--- src/rtl/alu_arbiter.sv ---
// alu_arbiter: round-robin arbiter/sequencer sharing one single-cycle 32-bit ALU between two requesters.
// Optional macro ALU_ARBITER_BACK2BACK_EN: accept the next request in the response handshake cycle.
module alu_arbiter #(
   parameter bit PRIO_INIT = 1'b0
) (
   input  logic        clk,
   input  logic        rst,
   input  logic        req0_valid,
   output logic        req0_ready,
   input  logic [31:0] req0_a,
   input  logic [31:0] req0_b,
   input  logic [3:0]  req0_op,
   input  logic        req1_valid,
   output logic        req1_ready,
   input  logic [31:0] req1_a,
   input  logic [31:0] req1_b,
   input  logic [3:0]  req1_op,
   output logic        rsp0_valid,
   input  logic        rsp0_ready,
   output logic [31:0] rsp0_result,
   output logic        rsp0_z,
   output logic        rsp1_valid,
   input  logic        rsp1_ready,
   output logic [31:0] rsp1_result,
   output logic        rsp1_z,
   output logic [31:0] alu_a,
   output logic [31:0] alu_b,
   output logic [3:0]  alu_op,
   input  logic [31:0] alu_result,
   input  logic        alu_z,
   output logic        busy
);
   typedef enum logic [1:0] {IDLE, EXEC, RESP} state_t;

   state_t      state_reg;
   logic        owner_reg;
   logic        prio_reg;
   logic [31:0] op_a_reg;
   logic [31:0] op_b_reg;
   logic [3:0]  op_code_reg;
   logic [31:0] res_reg;
   logic        res_z_reg;

   logic [1:0]  req_valid;
   logic [1:0]  req_ready;
   logic [1:0]  rsp_ready;
   logic [1:0]  rsp_valid;
   logic        grant_prio;
   logic        grant_id;
   logic        accept_window;
   logic        accept;
   logic        rsp_hs;
   logic [31:0] sel_a;
   logic [31:0] sel_b;
   logic [3:0]  sel_op;

   assign req_valid = {req1_valid, req0_valid};
   assign rsp_ready = {rsp1_ready, rsp0_ready};
   assign rsp_hs    = (state_reg == RESP) && rsp_ready[owner_reg];

`ifdef ALU_ARBITER_BACK2BACK_EN
   // During the response handshake the priority has already flipped to the other requester.
   assign grant_prio    = (state_reg == RESP) ? ~owner_reg : prio_reg;
   assign accept_window = (state_reg == IDLE) || rsp_hs;
`else
   assign grant_prio    = prio_reg;
   assign accept_window = (state_reg == IDLE);
`endif

   assign grant_id = (&req_valid) ? grant_prio : req_valid[1];

   for (genvar gi = 0; gi < 2; gi++) begin : g_port
      assign req_ready[gi] = accept_window && req_valid[gi] && (grant_id == 1'(gi)) && !rst;
      assign rsp_valid[gi] = (state_reg == RESP) && (owner_reg == 1'(gi)) && !rst;
   end

   assign accept = |(req_valid & req_ready);
   assign sel_a  = grant_id ? req1_a  : req0_a;
   assign sel_b  = grant_id ? req1_b  : req0_b;
   assign sel_op = grant_id ? req1_op : req0_op;

   always_ff @(posedge clk) begin
      if (rst) begin
         state_reg   <= IDLE;
         owner_reg   <= 1'b0;
         prio_reg    <= PRIO_INIT;
         op_a_reg    <= '0;
         op_b_reg    <= '0;
         op_code_reg <= '0;
         res_reg     <= '0;
         res_z_reg   <= 1'b0;
      end else begin
         case (state_reg)
            IDLE: begin
               if (accept) begin
                  op_a_reg    <= sel_a;
                  op_b_reg    <= sel_b;
                  op_code_reg <= sel_op;
                  owner_reg   <= grant_id;
                  state_reg   <= EXEC;
               end
            end
            EXEC: begin
               res_reg   <= alu_result;
               res_z_reg <= alu_z;
               state_reg <= RESP;
            end
            RESP: begin
               if (rsp_hs) begin
                  prio_reg <= ~owner_reg;
                  // accept is only ever high here in the back-to-back build
                  if (accept) begin
                     op_a_reg    <= sel_a;
                     op_b_reg    <= sel_b;
                     op_code_reg <= sel_op;
                     owner_reg   <= grant_id;
                     state_reg   <= EXEC;
                  end else begin
                     state_reg <= IDLE;
                  end
               end
            end
            default: state_reg <= IDLE;
         endcase
      end
   end

   assign req0_ready  = req_ready[0];
   assign req1_ready  = req_ready[1];
   assign rsp0_valid  = rsp_valid[0];
   assign rsp1_valid  = rsp_valid[1];
   assign rsp0_result = res_reg;
   assign rsp1_result = res_reg;
   assign rsp0_z      = res_z_reg;
   assign rsp1_z      = res_z_reg;
   assign alu_a       = op_a_reg;
   assign alu_b       = op_b_reg;
   assign alu_op      = op_code_reg;
   assign busy        = (state_reg != IDLE);

endmodule

--- config.mk ---
export PLATFORM = sky130hd
export DESIGN_NAME = alu_arbiter
export DESIGN_NICKNAME = d
export VERILOG_FILES = /design/src/rtl/alu_arbiter.sv
export SDC_FILE = /design/constraint.sdc
export NUM_CORES = 1
export LEC_CHECK = 0
export ABC_AREA = 1
export ABC_CLOCK_PERIOD_IN_PS = 3200
export BUFFER_PORTS_ARGS = -buffer_cell sky130_fd_sc_hd__clkbuf_2
export CAP_MARGIN = 5
export CORE_AREA = 3 3 122 124
export CTS_BUF_LIST = sky130_fd_sc_hd__clkbuf_16
export DETAILED_ROUTE_END_ITERATION = 16
export DIE_AREA = 0 0 125 127
export PLACE_DENSITY = 0.8
export SYNTH_ARGS = -nofsm -noshare
export SYNTH_HDL_FRONTEND = slang
export SYNTH_SLANG_ARGS = --single-unit
--- constraint.sdc ---
create_clock -name clk -period 3.2 [get_ports clk]
set_input_delay 0 -clock clk [delete_from_list [all_inputs] [get_ports clk]]
set_output_delay 0 -clock clk [all_outputs]
set_load 0.05 [all_outputs]
### After elaboration in Yosys (flattened, before gate mapping)

Cells that the tools add are included.

* $lt $le $gt $ge: 1
* multipliers: 0
* add/sub/neg operators: 0
* shift operators: 0
* muxes and demuxes: 22
* equality and inequality tests: 4
* div/mod/pow operators: 0
* bitwise gates (word level): 3
* reduce and logical (&&, ||, !) cells: 20

Operator list (number)
* $mux 32: 6
* $pmux 32 s2: 2
* $mux 4: 3
* $logic_and 1x1->1: 11
* $pmux 4 s2: 1
* $reduce_and 2->1: 4
* $mux 1: 6
* $pmux 2 s3: 1
* $mux 2: 2
* $reduce_bool 2->1: 2
* $and 2x2->2: 1
* $eq 2x1->1 const B: 1
* $eq 2x2->1 const B: 1
* $logic_not 2->1: 1
* $lt 1x2->1 const B: 1
* $ne 2x1->1 const B: 1
* $ne 2x2->1 const B: 1
* $not 1->1: 2
* $pmux 1 s2: 1
* $reduce_or 2->1: 1
* $logic_not 1->1: 1

* memories kept: 0
* output and inout bits: 139
* memory bits (read-only): 0
* register bits: 105
* memory bits (writable): 0
* bits in latches: 0
* input bits: 175
* logic and storage cells: 58

### Depth between registers and ports, before layout

* word-level depth: 10
* depth in mapped cells: 9
* mapped depth without buffers: 8

### Worst setup path before layout

No wires, ideal clock.

* kind: flip-flop to flip-flop
* from: register state_reg[0]
* to: register owner_reg
* data required time: 3091 ps
* arrival: 1567 ps
* cell stages (with the launch flop): 10
* clock period less this slack: 1675 ps
* setup time: 109 ps
* path slack: 1525 ps
* buffers on the path: 1
* path through: dfxtp_1 -> inv_1 -> nand2_1 -> inv_1 -> nand3_2 -> buf_2 -> inv_1 -> nor2_1 -> nand2_1 -> inv_1

* longest elaborated chain between the ends: 9
* elaborated cells on any way between the ends: 17
* those cells by class: 2 x eq/ne; 3 x mux; 1 x bitwise; 11 x reduce/logical

RTL lines
* start: declaration: line 35 `state_t state_reg;`
* start signal: assignment: line 84 `state_reg <= IDLE;`
* start signal: assignment: line 100 `state_reg <= EXEC;`
* start signal: assignment: line 106 `state_reg <= RESP;`
* $logic_not 2->1 (*): line 67 `assign accept_window = (state_reg == IDLE);`
* $logic_and 1x1->1 (*) (3 in series): line 73 `assign req_ready[gi] = accept_window && req_valid[gi] && (grant_id == 1'(gi)) && !rst;`
* via req0_ready: line 9 `output logic req0_ready,`
* $and 2x2->2 (*): line 77 `assign accept = |(req_valid & req_ready);`
* $reduce_or 2->1 (*): line 77
* $mux 1 (*)
* $mux 1
* $pmux 1 s2 (*): line 93 `case (state_reg)`
* end signal: assignment: line 99 `owner_reg <= grant_id;`
* end signal: assignment: line 116 `owner_reg <= grant_id;`
* end: declaration: line 36 `logic owner_reg;`

The timed path passes the listed nets; every way through them passes the cells marked *. The select of a mux whose other input is x is not followed.
A chain may end at the register's enable or synchronous reset.

### Final worst setup path

* from: register state_reg[0]
* to: output port req1_ready

* longest elaborated chain between the ends: 4

RTL lines
* $logic_not 2->1: line 67
* $logic_and 1x1->1 (3 in series): line 73
* end: declaration: line 14 `output logic req1_ready,`

No other way between the ends.

==> metrics.txt <==
Syn-to-layout area delta 47.14%; postcts setup bufs 0; post-detail-place hpwl 12160 um; share of cells above drive strength 1 0.2802; gpl congestion 0.8189; slew margin rel. 0.3092; worst min path class input port to flip-flop; drt drc 0; first-pass GRT wire length 30630 um; clk_skew 6.015 ps; row cnt 43; Final Slew Violations 0; TNS Setup 0 ps; Post-Synthesis Cells 888; Worst Path Arrival 2230 ps; die area 15880 sq um; most used cells in the layout excluding fill and tap cells 312 x clkbuf_2, 213 x nand2_1, 139 x nor2_1, 139 x nand3_1, 105 x dfxtp_1; clk sinks 105; post-synthesis register bit count 105; max-cap violations 0; worst-margin pin slew 1035 ps; Synth area leaders dfxtp_1 38%, nand2_1 14%, nand3_1 13%; First-pass DRT Iterations 5; port bufs 313; Clk Latency, worst-skew pair 340 ps; die width 125 um; vias in the first global route 6233; CP dominant cell by count inv_1; synth unique cells 16; initial drt markers 363; hold path depth 5; # nets final 1394; Tmin final 2226 ps; clock-pin slew on the worst setup and hold paths 70 ps; final setup vio count 0; CP Capture Type output pin; DR vias/cell 4.804; Highest Clock Rate 449.2 MHz; Die Ht 127 um; initial antenna violation count 0; initial core utilization 0.4002; syn_area_per_cell 6.256 sq um; hold_ws 11.64 ps; Leakage 4.569 nW; max incr delay on CP 430 ps; Slowest-stage cell, CP nand2_4; cts hold-fix bufs 100; antenna viol nets, final 0; drt total wl 19390 um; critical path class flip-flop to output pin; fin crit share 0.6957; post-cts gate resize count 0; most common cell after layout, fill and taps aside clkbuf_2; worst r2r path cells 9; Seq/Total Area, Yosys 0.3784; I/O pin total 314; Core ar. 13880 sq um; largest net degree at the start of global routing 81; post-synthesis cell area 5555 sq um; CTS Buf Count 9; routed wire length per instance 13.81 um; critical path launch point type flip-flop; H-tree levels 3; via count 6745; area share of the largest cell type after synthesis 0.3784; RSZ-0062 raised after global routing false; gr ovfl total 0; CTS tree built; syn_nets 1063; Inserted Diodes 0; Pwr per Cell Area 523.4 nW/um^2; worst-path cell chain inv_1 -> nand2_1 -> nor2_1 -> nand2_4 -> buf_12 -> inv_1 -> clkbuf_2; CTS Root Cell clkbuf_16; Hold Fails Final Rpt 0; Total GRT Usage 0.2331; CP Max Fanout 80; Longest Clk Path Bufs 2; Yosys Warn Count 0; largest area contributor in the netlist dfxtp_1; status complete, no violations; critical path data required time 3200 ps; Max IR drop VDD 0.3170 mV
[metrics by stage]
step / total power [W] / instances / util / worst slack, ps / cell area [sq um]
after global routing: 0.004511 / 1404 / 0.5889 / 809.8 / 8174
after detailed placement: 0.003077 / 1288 / 0.4956 / 1181 / 6879
after global placement: 0.003060 / 1288 / 0.4956 / 1281 / 6879
after floorplan: 0.002741 / 888 / - / 1525 / 5555
final: 0.004278 / 1404 / 0.5889 / 973.9 / 8174
after CTS: 0.004300 / 1404 / 0.5889 / 987.7 / 8174
[critical path, delay by kind of cell, from the launching register on]
family        cells  cell delay [ps]
buf+inv           4              800
flops             1              330
simple gates      3              680
[area by class of cell]
class | instances | area [sq um]
inverter | 80 | 301.5
multi-input combinational | 601 | 2589
clock inverter | 7 | 68.82
sequential | 105 | 2102
fill | 1225 | 5707
clock buffer | 9 | 225.2
tap | 180 | 225.2
timing repair buffer | 422 | 2663
[layer usage]
metal  GRT usage  part of all wire  up-vias
met2      0.3913              0.47      335
met4      0.1301             0.050        0
met3     0.06731             0.085       69
li1            -                 -     3413
met1      0.2675              0.40     2928
met5           0                 0        -
[synthesized netlist by cell type, drive strengths merged]
cell,count
a21oi,70
nor3,2
nand2,216
nor2,139
dfxtp,105
inv,80
buf,81
clkbuf,21
nand3,140
o21ai,34
[final timing paths]
kind | startpoint | endpoint | slack (ps)
min | req1_b[7] | alu_b[7] | 10
max | state_reg[0] | req1_ready | 970
max reg2reg | grant_prio | alu_b[21] | 1080
min reg2reg | rsp0_result[5] | rsp0_result[5] | 510
[power breakdown]
group / switching, W / internal (W) / total [W]
registers: 0.0000888 / 0.00145 / 0.00154
clock network: 0.000502 / 0.000608 / 0.00111
logic: 0.00116 / 0.000472 / 0.00163
[logic make-up (layout without fill, tap and decap cells)]
family                 count (synthesis)  after routing  share of synthesized area
AND/OR/NAND/NOR                      497            497                     0.3700
AO/OA/AOI/OAI                        104            104                    0.09369
flip-flops                           105            105                     0.3784
buffers and inverters                182            518                     0.1579
(Power assumes the default switching activity.)
